===== src/rtl/div_operand_loader_if.sv =====
// Operand bus between the databus/control side and the divider operand loader.
// The slave side is the loader; the master side drives loads, start and core ready.
interface div_operand_loader_if #(
  parameter int unsigned W = 16
);
  logic [W-1:0]   databus;
  logic           ldu;
  logic           ldl;
  logic           ldd;
  logic           st;
  logic [2*W-1:0] dividend_mag;
  logic [W-1:0]   divisor_mag;
  logic           quo_neg;
  logic           rem_neg;
  logic           op_valid;
  logic           op_ready;
  logic           v;
  logic           busy;

  modport master (
    output databus, ldu, ldl, ldd, st, op_ready,
    input  dividend_mag, divisor_mag, quo_neg, rem_neg, op_valid, v, busy
  );

  modport slave (
    input  databus, ldu, ldl, ldd, st, op_ready,
    output dividend_mag, divisor_mag, quo_neg, rem_neg, op_valid, v, busy
  );
endinterface


===== src/rtl/div_operand_loader.sv =====
// Stages signed dividend/divisor, converts them to magnitudes plus signs,
// screens divide-by-zero/overflow and offers the result to the divider core.
module div_operand_loader #(
  parameter int unsigned W = 16
) (
  input  logic                 clk,
  input  logic                 rst,
  div_operand_loader_if.slave  bus
);
  localparam int unsigned DW = 2 * W;

  typedef enum logic [1:0] {IDLE, CONV, CHECK, OFFER} state_e;

  state_e         state_q, state_d;
  logic [W-1:0]   du_q, du_d;
  logic [W-1:0]   dl_q, dl_d;
  logic [W-1:0]   dr_q, dr_d;
  logic [DW-1:0]  dvd_mag_q, dvd_mag_d;
  logic [W-1:0]   dvr_mag_q, dvr_mag_d;
  logic           quo_neg_q, quo_neg_d;
  logic           rem_neg_q, rem_neg_d;
  logic           op_valid_q, op_valid_d;
  logic           v_q, v_d;
  logic           busy_q, busy_d;
  logic [DW-1:0]  dvd_raw_c;
  logic           ovf_c;

  always_ff @(posedge clk) begin
    if (rst) begin
      state_q    <= IDLE;
      du_q       <= '0;
      dl_q       <= '0;
      dr_q       <= '0;
      dvd_mag_q  <= '0;
      dvr_mag_q  <= '0;
      quo_neg_q  <= 1'b0;
      rem_neg_q  <= 1'b0;
      op_valid_q <= 1'b0;
      v_q        <= 1'b0;
      busy_q     <= 1'b0;
    end else begin
      state_q    <= state_d;
      du_q       <= du_d;
      dl_q       <= dl_d;
      dr_q       <= dr_d;
      dvd_mag_q  <= dvd_mag_d;
      dvr_mag_q  <= dvr_mag_d;
      quo_neg_q  <= quo_neg_d;
      rem_neg_q  <= rem_neg_d;
      op_valid_q <= op_valid_d;
      v_q        <= v_d;
      busy_q     <= busy_d;
    end
  end

  always_comb begin
    state_d    = state_q;
    du_d       = du_q;
    dl_d       = dl_q;
    dr_d       = dr_q;
    dvd_mag_d  = dvd_mag_q;
    dvr_mag_d  = dvr_mag_q;
    quo_neg_d  = quo_neg_q;
    rem_neg_d  = rem_neg_q;
    op_valid_d = op_valid_q;
    v_d        = v_q;
    dvd_raw_c  = {du_q, dl_q};
    // Quotient magnitude >= 2^(W-1) is rejected, which also covers -2^(W-1).
    ovf_c      = (dvr_mag_q == '0) ||
                 (dvd_mag_q[DW-1:W-1] >= {1'b0, dvr_mag_q});

    case (state_q)
      IDLE: begin
        if (bus.ldu) du_d = bus.databus;
        if (bus.ldl) dl_d = bus.databus;
        if (bus.ldd) dr_d = bus.databus;
        if (bus.st) begin
          v_d     = 1'b0;
          state_d = CONV;
        end
      end
      CONV: begin
        dvd_mag_d = du_q[W-1] ? (~dvd_raw_c + DW'(1)) : dvd_raw_c;
        dvr_mag_d = dr_q[W-1] ? (~dr_q + W'(1)) : dr_q;
        quo_neg_d = du_q[W-1] ^ dr_q[W-1];
        rem_neg_d = du_q[W-1];
        state_d   = CHECK;
      end
      CHECK: begin
        if (ovf_c) begin
          v_d     = 1'b1;
          state_d = IDLE;
        end else begin
          op_valid_d = 1'b1;
          state_d    = OFFER;
        end
      end
      OFFER: begin
        if (bus.op_ready) begin
          op_valid_d = 1'b0;
          state_d    = IDLE;
        end
      end
      default: state_d = IDLE;
    endcase

    busy_d = (state_d != IDLE);
  end

  assign bus.dividend_mag = dvd_mag_q;
  assign bus.divisor_mag  = dvr_mag_q;
  assign bus.quo_neg      = quo_neg_q;
  assign bus.rem_neg      = rem_neg_q;
  assign bus.op_valid     = op_valid_q;
  assign bus.v            = v_q;
  assign bus.busy         = busy_q;
endmodule


===== src/flat_wrapper.sv =====
// flat-port wrapper written by rule: the top's interface ports become plain ports
module div_operand_loader_flat 
#(
  parameter int unsigned W = 16
)
  (clk, rst, bus_databus, bus_ldu, bus_ldl, bus_ldd, bus_st, bus_op_ready, bus_dividend_mag, bus_divisor_mag, bus_quo_neg, bus_rem_neg, bus_op_valid, bus_v, bus_busy);
  div_operand_loader_if #(.W(W)) bus_i ();
  input  logic clk;
  input  logic rst;
  input wire logic [$bits(bus_i.databus)-1:0] bus_databus;
  input wire logic [$bits(bus_i.ldu)-1:0] bus_ldu;
  input wire logic [$bits(bus_i.ldl)-1:0] bus_ldl;
  input wire logic [$bits(bus_i.ldd)-1:0] bus_ldd;
  input wire logic [$bits(bus_i.st)-1:0] bus_st;
  input wire logic [$bits(bus_i.op_ready)-1:0] bus_op_ready;
  output wire logic [$bits(bus_i.dividend_mag)-1:0] bus_dividend_mag;
  output wire logic [$bits(bus_i.divisor_mag)-1:0] bus_divisor_mag;
  output wire logic [$bits(bus_i.quo_neg)-1:0] bus_quo_neg;
  output wire logic [$bits(bus_i.rem_neg)-1:0] bus_rem_neg;
  output wire logic [$bits(bus_i.op_valid)-1:0] bus_op_valid;
  output wire logic [$bits(bus_i.v)-1:0] bus_v;
  output wire logic [$bits(bus_i.busy)-1:0] bus_busy;
  assign bus_i.databus = bus_databus;
  assign bus_i.ldu = bus_ldu;
  assign bus_i.ldl = bus_ldl;
  assign bus_i.ldd = bus_ldd;
  assign bus_i.st = bus_st;
  assign bus_i.op_ready = bus_op_ready;
  assign bus_dividend_mag = bus_i.dividend_mag;
  assign bus_divisor_mag = bus_i.divisor_mag;
  assign bus_quo_neg = bus_i.quo_neg;
  assign bus_rem_neg = bus_i.rem_neg;
  assign bus_op_valid = bus_i.op_valid;
  assign bus_v = bus_i.v;
  assign bus_busy = bus_i.busy;
  div_operand_loader #(.W(W)) u_core (.clk(clk), .rst(rst), .bus(bus_i));
endmodule

===== config.mk =====
export PLATFORM = sky130hd
export DESIGN_NAME = div_operand_loader_flat
export DESIGN_NICKNAME = d
export VERILOG_FILES = /design/src/rtl/div_operand_loader_if.sv /design/src/rtl/div_operand_loader.sv /design/src/flat_wrapper.sv
export SDC_FILE = /design/constraint.sdc
export NUM_CORES = 1
export LEC_CHECK = 0
export BUFFER_PORTS_ARGS = -buffer_cell sky130_fd_sc_hd__buf_4
export CORE_UTILIZATION = 59
export CTS_BUF_LIST = sky130_fd_sc_hd__clkbuf_8
export DETAILED_ROUTE_END_ITERATION = 10
export GPL_TIMING_DRIVEN = 0
export PLACE_DENSITY = 0.93
export SLEW_MARGIN = 20
export SYNTH_ARGS = -nofsm -noshare
export SYNTH_HDL_FRONTEND = slang
export SYNTH_SLANG_ARGS = --single-unit

===== constraint.sdc =====
create_clock -name clk -period 2.4 [get_ports clk]
set_input_delay 0.24 -clock clk [delete_from_list [all_inputs] [get_ports clk]]
set_output_delay 0.24 -clock clk [all_outputs]
set_load 0.05 [all_outputs]

==> key figures, run 1 <==
Power and ir drop
  – Peak VDD IR: ~0.41 mV
  – Combinational Power Share: 0.458
  – Psw: ~2.8 mW
  – Sequential share of power: 0.374
  – Power, Total: ~6.3 mW
  – Pwr per Cell Area: approximately 1100 mW/mm²
  – Pint: 3.425 mW
  – Sw frac: 0.4533
  – Clock Power Share: 0.169
  – Leak Pwr: between 2 and 2.5 nW

Critical path
  – Flop-to-flop setup slack: 60 ps
  – Critical Path Max Stage Delay: ~580 ps
  – CP dominant cell by count: buf_6
  – Worst R2R End: u_core.bus.dividend_mag[28]
  – WP data arrival: around 2600 ps
  – CP max-delay cell: or4_4
  – Critical Path Fanout Max: 10
  – FF-to-FF Start: u_core.dl_q[8]
  – Cells along the critical path: or4_4 -> or3_1 -> buf_6 -> buf_6 -> o31ai_1 -> xor2_1 -> a21oi_1
  – Setup crit start: u_core.dl_q[8]
  – Crit path to: u_core.bus.dividend_mag[28]
  – WS Path Type: flip-flop to flip-flop
  – R2R cell count: 7
  – Startpoint Class: flip-flop
  – CP required: about 2600 ps
  – Critical path endpoint category: flip-flop

STA
  – Final hold violation count: 0
  – Endpoints failing setup: 0
  – Final Max Slew Viols: 0
  – Max Clk Rate: about 0.43 GHz
  – Fin crit period: between 2000 and 2500 ps
  – Crit share post-route: 0.9731
  – Hold slack: ~130 ps
  – Max_slew headroom: 0.4581
  – Setup_tns: 0 ps
  – Worst Tran Pin Value: roughly 810 ps
  – RSZ-0062 raised after global routing: true
  – Worst Skew: between 10 and 15 ps

Die
  – I/O pin count: between 70 and 80
  – Die X: around 94 µm
  – Die H: approximately 94 µm
  – Initial Util: 0.6102
  – Site Rows: 33
  – Core area: 0.008258 mm²
  – Die area: slightly below 0.009 mm²

Logic synthesis
  – Mapped Cells: between 600 and 700
  – Synth Net Count: 665
  – Register area share after synthesis: 0.4092
  – Synth unique cells: 50
  – Syn. warnings: 0
  – Synthesized flop and latch total: about 100
  – Synth Cell Area: 0.005039 mm²
  – Avg Cell Area, Syn: roughly 8.1 µm²

Place
  – IO Port Bufs: between 70 and 80
  – Dpl hpwl: approximately 11000 µm
  – Placed instance count: approximately 800
  – RD Place Congestion: 0.9359

GRT
  – GRT Util Overall: 0.3317
  – First-pass GRT wire length: 22290 µm
  – Largest net degree at the start of global routing: 17
  – Vias in the first global route: between 4000 and 5000
  – Grt total ovfl: 0
  – Antenna violations before repair: 0

CTS
  – Hold_buf cts: 0
  – CTS Root Cell: clkbuf_8
  – CTS tree: done
  – CTS sink cnt: slightly above 100
  – CTS Buf Count: 9
  – Worst-skew pair later-pin latency: about 370 ps
  – Longest Clk Path Bufs: 2
  – Clk pin slew, worst setup/hold paths: 100 ps
  – H-tree depth: 3

Routing
  – TritonRoute pass-1 iters: 6
  – ANT nets after route: 0
  – Vias/cell: between 6 and 7
  – Number of remaining DRC errors: 0
  – DRT Wirelength: ~14000 µm
  – Total number of vias: around 5000
  – Starting DRT DRC Count: 347
  – WL per Instance: between 15 and 20 µm

Layout
  – Final net count: about 750
  – # diodes: 0
  – Post-route insts no fill: 820
  – Layout cell share with drive strength beyond 1: 0.1483
  – Fill cell count: 653
  – Area grow syn2layout: 18.30%

Outcome
  – Status: complete, no violations

Flow run
  – Max cap viols: 0

Hold path
  – Worst hold start: bus_databus[15]
  – HP Class: primary input to flip-flop
==> cell usage after synthesis (all sizes together) <==
cell | number | area [µm²]
nand3b | 1 | 7.510
o2111ai | 2 | 17.52
o31ai | 12 | 103.9
a31oi | 2 | 12.51
nand4b | 3 | 26.28
or4 | 4 | 33.78
a22oi | 1 | 7.510
nor4 | 7 | 58.81
clkbuf | 33 | 123.9
inv | 27 | 101.4
nand3 | 6 | 30.03
or3 | 13 | 81.33
xnor2 | 6 | 52.55
o41ai | 10 | 95.10
a221oi | 3 | 26.28
nand4 | 2 | 12.51
a21oi | 71 | 355.3
a21o | 4 | 30.03
ha | 18 | 225.2
and2 | 3 | 18.77
a2111oi | 1 | 8.760
buf | 6 | 37.53
o211ai | 2 | 15.01
dfxtp | 103 | 2062
o211a | 1 | 10.01
a41o | 1 | 10.01
nand2 | 125 | 469.2
nor2 | 34 | 127.6
o31a | 1 | 8.760
nor4b | 3 | 38.79
nor2b | 5 | 31.28
o2111a | 1 | 11.26
o21ai | 33 | 165.2
nand2b | 4 | 25.02
o21a | 2 | 15.01
mux2i | 3 | 30.03
xor2 | 34 | 297.8
nor3 | 9 | 45.04
a311oi | 1 | 8.760
or2 | 2 | 12.51
and4 | 2 | 17.52
and3 | 1 | 6.260
a211oi | 22 | 165.2
==> timing repair <==
item                       in CTS  in global routing
resized for setup               0                  6
buffers inserted                0                  1
setup endpoints to repair       0                 11
==> power groups by stage <==
| stage | clock network, mW | registers [mW] | logic, mW |
|---|---|---|---|
| global route | 1.12 | 2.37 | 3.10 |
| detailed placement | 0 | 2.36 | 2.79 |
| floorplan | 0 | 2.92 | 1.39 |
| CTS | 1.05 | 2.32 | 2.81 |
| global placement | 0 | 2.34 | 2.73 |
| finish | 1.06 | 2.34 | 2.87 |
==> how the worst min path moves through the flow <==
stage | endpoint | slack (ps) | cells past startpoint
after floorplan | u_core.dr_q[0] | 380 | 2
after global placement | u_core.bus.rem_neg | 450 | 2
after detailed placement | u_core.bus.dividend_mag[0] | 460 | 2
after CTS | u_core.dl_q[15] | 130 | 3
after global routing | u_core.du_q[3] | 130 | 3
final | u_core.dl_q[15] | 130 | 3
==> critical path, delay by kind of cell (launching register included) <==
kind                      cells  cell delay (ps)
AOI/OAI and AO/OA             2              370
buffers and inverters         2              290
xor gates and xnor gates      1              230
and+or+nand+nor               2              960
DFF                           1              350
==> final cells by class <==
| class | instances | area (µm²) | share of cell area |
|---|---|---|---|
| Clock inverter | 4 | 28.78 | 0.004828 |
| Tap cell | 105 | 131.4 | 0.02204 |
| Timing Repair Buffer | 75 | 563.0 | 0.09446 |
| Multi-Input combinational cell | 455 | 2746 | 0.4607 |
| Clock buffer | 12 | 165.2 | 0.02771 |
| Buffer | 39 | 161.4 | 0.02708 |
| Sequential cell | 103 | 2063 | 0.3461 |
| Inverter | 27 | 101.3 | 0.01700 |
==> cells by family (layout without fill, tap and decap cells) <==
| logic type | after synthesis | in the layout | synth area share |
|---|---|---|---|
| compound gates | 170 | 170 | 0.2116 |
| xor+xnor | 40 | 40 | 0.06953 |
| flops | 103 | 103 | 0.4092 |
| simple gates | 224 | 224 | 0.2069 |
| buf+inv | 66 | 157 | 0.05215 |
| mux | 3 | 3 | 0.005960 |
| fa+ha+maj | 18 | 18 | 0.04470 |
==> stage by stage <==
| stage | worst slack (ps) | cell area (µm²) | util |
|---|---|---|---|
| 3_5_place_dp | 86.79 | 5725 | 0.6933 |
| 4_1_cts | 77.05 | 5919 | 0.7168 |
| 3_3_place_gp | 137.6 | 5725 | 0.6933 |
| 2_1_floorplan | 151.0 | 5039 | - |
| 6_report | 64.47 | 5961 | 0.7218 |
| 5_1_grt | -16.27 | 5961 | 0.7218 |
==> flip-flops by register name, summed over array words and instances, names as in the netlist <==
name,count
u_core.bus.busy,1
u_core.bus.dividend_mag,32
u_core.bus.divisor_mag,16
u_core.bus.op_valid,1
u_core.bus.quo_neg,1
u_core.bus.rem_neg,1
u_core.bus.v,1
u_core.dl_q,16
u_core.dr_q,16
u_core.du_q,16
u_core.state_q,2
==> cell usage in the layout (no fill, tap or decap), drive strengths merged, types with 4 or more instances in the layout <==
master    n
clkbuf   45
o21ai    33
a21oi    71
nor4      7
xor2     34
a21o      4
nor3      9
or3      13
a211oi   22
nand2   125
buf      81
ha       18
nand2b    4
nand3     6
o41ai    10
o31ai    12
nor2     34
nor2b     5
dfxtp   103
xnor2     6
or4       4
inv      27
==> metal layers <==
metal,vias up,global-route usage,share of wire
met5,-,0,0
met4,0,0.1603,0.036
met3,39,0.04509,0.082
met2,265,0.5417,0.47
met1,2323,0.4320,0.41
li1,2349,-,-
(Power assumes the default switching activity.)
==> inputs of run 2 (changes only) <==
Settings changed: ABC_AREA from default to 1.
==> key figures, run 2 <==
Die
  – I/O pin count: 76
  – Die area: about 0.0095 mm²
  – Die H: between 90 and 100 µm
  – Core area: between 0.008 and 0.009 mm²
  – Initial Util: 0.6105
  – Die X: 97.23 µm
  – Site Rows: 34

Logic synthesis
  – Cell taking the most area after synthesis: dfxtp_1
  – Ys async rst share: 0
  – Synth Cell Area: between 0.005 and 0.006 mm²
  – Synth Net Count: 793
  – Mapped Cells: 752
  – Top_reg_cell synth: dfxtp_1
  – Register area share after synthesis: 0.3854
  – Syn. warnings: 0
  – Post-synth top cells: 109 x nand2_1, 103 x dfxtp_1, 96 x a21oi_1
  – Synth unique cells: 40
  – Top cells by area, synth: dfxtp_1 39%, a21oi_1 9.0%, o21ai_0 7.8%
  – Synthesized flop and latch total: about 100
  – Top cell type's share of synthesized area: 0.3854
  – EDFF count, synth: 0
  – Most common cell in the netlist: nand2_1
  – Avg Cell Area, Syn: between 7 and 8 µm²

STA
  – Final Max Slew Viols: 0
  – Final hold violation count: 0
  – RSZ-0062 raised after global routing: false
  – Worst Tran Pin Value: about 580 ps
  – Endpoints failing setup: 0
  – Worst Skew: 14.68 ps
  – Max_slew headroom: 0.6096
  – Fin crit period: around 1800 ps
  – Max Clk Rate: around 0.54 GHz
  – Hold slack: between 100 and 150 ps
  – Crit share post-route: 0.7706
  – Setup_tns: 0 ps

CTS
  – H-tree depth: 3
  – Longest Clk Path Bufs: 2
  – Hold_buf cts: 0
  – Worst-skew pair later-pin latency: 380 ps
  – Setup Fix Bufs, Post-CTS: 0
  – Gates resized, CTS repair: 0
  – Clk pin slew, worst setup/hold paths: 110 ps
  – CTS tree: done
  – CTS sink cnt: a little over 100
  – CTS Buf Count: 9
  – CTS Root Cell: clkbuf_8

Critical path
  – Worst R2R End: u_core.bus.dividend_mag[28]
  – Flop-to-flop setup slack: between 500 and 600 ps
  – Critical Path Fanout Max: 3
  – CP delay by family, top: simple AND/OR/NAND/NOR gates
  – CP dominant cell by count: nand2_1
  – Cells along the critical path: inv_1 -> ha_1 -> nand3_4 -> nor3_1 -> nand3_1 -> nand2_1 -> nand2_1 -> nand2_1 -> nand3_1 -> nand2_1 -> inv_1
  – FF-to-FF Start: u_core.dl_q[1]
  – Critical path buffers and inverters: 2
  – CP required: about 2700 ps
  – Critical path endpoint category: flip-flop
  – WP data arrival: between 2000 and 2500 ps
  – R2R cell count: 11
  – CP max-delay cell: nor3_1
  – Startpoint Class: flip-flop
  – Critical Path Max Stage Delay: about 360 ps
  – WS Path Type: flip-flop to flip-flop

GRT
  – Largest net degree at the start of global routing: 19
  – Grt total ovfl: 0
  – Busiest grt layer: met2
  – GR Util met3: 0.05036
  – GR met2 Demand/Resource: 0.5217
  – Vias in the first global route: 4881
  – GRT Util Overall: 0.3284
  – Antenna violations before repair: 0
  – First-pass GRT wire length: between 20000 and 25000 µm
  – Met1 GRT Util: 0.4408

Power and ir drop
  – Pwr per Cell Area: between 900 and 1000 mW/mm²
  – Leak Pwr: 2.907 nW
  – Peak VDD IR: ~0.5 mV

Layout
  – Core Util, Final: 0.7119
  – Final net count: ~880
  – Layout cell share with drive strength beyond 1: 0.1566
  – Register area: roughly 0.0021 mm²
  – Multi-input gate area: 0.002763 mm²
  – Max reg flops: 32
  – Commonest cells after routing, fill and taps aside: 109 x nand2_1, 103 x dfxtp_1, 96 x a21oi_1
  – Most common cell after layout, fill and taps aside: nand2_1
  – Area grow syn2layout: 16.60%
  – # diodes: 0
  – Fill cell count: 727

Routing
  – Starting DRT DRC Count: 485
  – WL per Instance: about 16 µm
  – Number of remaining DRC errors: 0
  – ANT nets after route: 0
  – Total number of vias: between 5000 and 6000
  – TritonRoute pass-1 iters: 5
  – Vias/cell: around 5.8
  – DRT Wirelength: ~15000 µm

Hold path
  – Hold Path Cell Cnt: 3
  – Worst hold endpoint: u_core.dl_q[9]
  – HP Class: primary input to flip-flop
  – Worst hold start: bus_ldl

Place
  – IO Port Bufs: 75
  – Dpl hpwl: 11760 µm
  – RD Place Congestion: just over 1

Outcome
  – Status: complete, no violations

Flow run
  – Max cap viols: 0
-- run 2: per-layer routing --
metal	routed length, µm	part of all wire
met4	550	0.036
met1	6550	0.43
met3	1375	0.089
met5	0	0
met2	6894	0.45
-- run 2: cell type report --
cell class              instances  share of cell area
plain buffers                  33             0.02647
clock buffers                  10             0.02206
clock inverters                 6            0.008424
inverters                      96             0.05776
multi-input cells             520              0.4428
flip-flops and latches        103              0.3305
well taps                     108             0.02166
repair buffers                 75             0.09025
-- run 2: cell families (layout without fill, tap and decap cells) --
group                    after synthesis  count (layout)  share of synthesized area
AND/OR/NAND/NOR                      273             273                     0.2327
adder cells (fa/ha/maj)               18              18                    0.04210
flip-flops                           103             103                     0.3854
buffers and inverters                129             220                    0.09822
AO/OA/AOI/OAI                        203             203                     0.1990
XOR/XNOR                              26              26                    0.04256
-- run 2: how the worst max path moves through the flow --
stage | startpoint | end | slack, ps | depth (start not counted)
2_1_floorplan | u_core.bus.divisor_mag[14] | u_core.bus.busy | 550 | 11
3_3_place_gp | u_core.dl_q[1] | u_core.bus.dividend_mag[18] | 690 | 10
3_5_place_dp | u_core.bus.divisor_mag[2] | u_core.bus.busy | 650 | 13
4_1_cts | u_core.bus.divisor_mag[2] | u_core.bus.busy | 620 | 13
5_1_grt | u_core.bus.divisor_mag[2] | u_core.state_q[1] | 380 | 13
6_report | u_core.dl_q[1] | u_core.bus.dividend_mag[28] | 550 | 11
-- run 2: stage by stage --
stage | area [µm²] | std cells | setup WS [ps] | power (mW)
2_1_floorplan | 5350 | 752 | 550.9 | 4.215
3_3_place_gp | 6048 | 935 | 694.6 | 4.908
3_5_place_dp | 6048 | 935 | 651.0 | 4.979
4_1_cts | 6238 | 951 | 621.7 | 6.026
5_1_grt | 6238 | 951 | 378.6 | 6.424
6_report | 6238 | 951 | 550.5 | 6.098
-- run 2: power breakdown --
part           switching, mW  leakage [nW]  total [mW]  internal (mW)
sequential             0.250         0.849        2.25           2.00
combinational           1.90          1.97        2.76          0.865
clock                  0.663        0.0910        1.08          0.421
total                   2.81          2.91        6.10           3.29
-- run 2: worst reg2reg max path: cells and delay by family (launching register included) --
kind                       cells  cell delay, ps
DFF                            1             330
buffers and inverters          2             150
and+or+nand+nor                8            1010
adders and majority gates      1             280
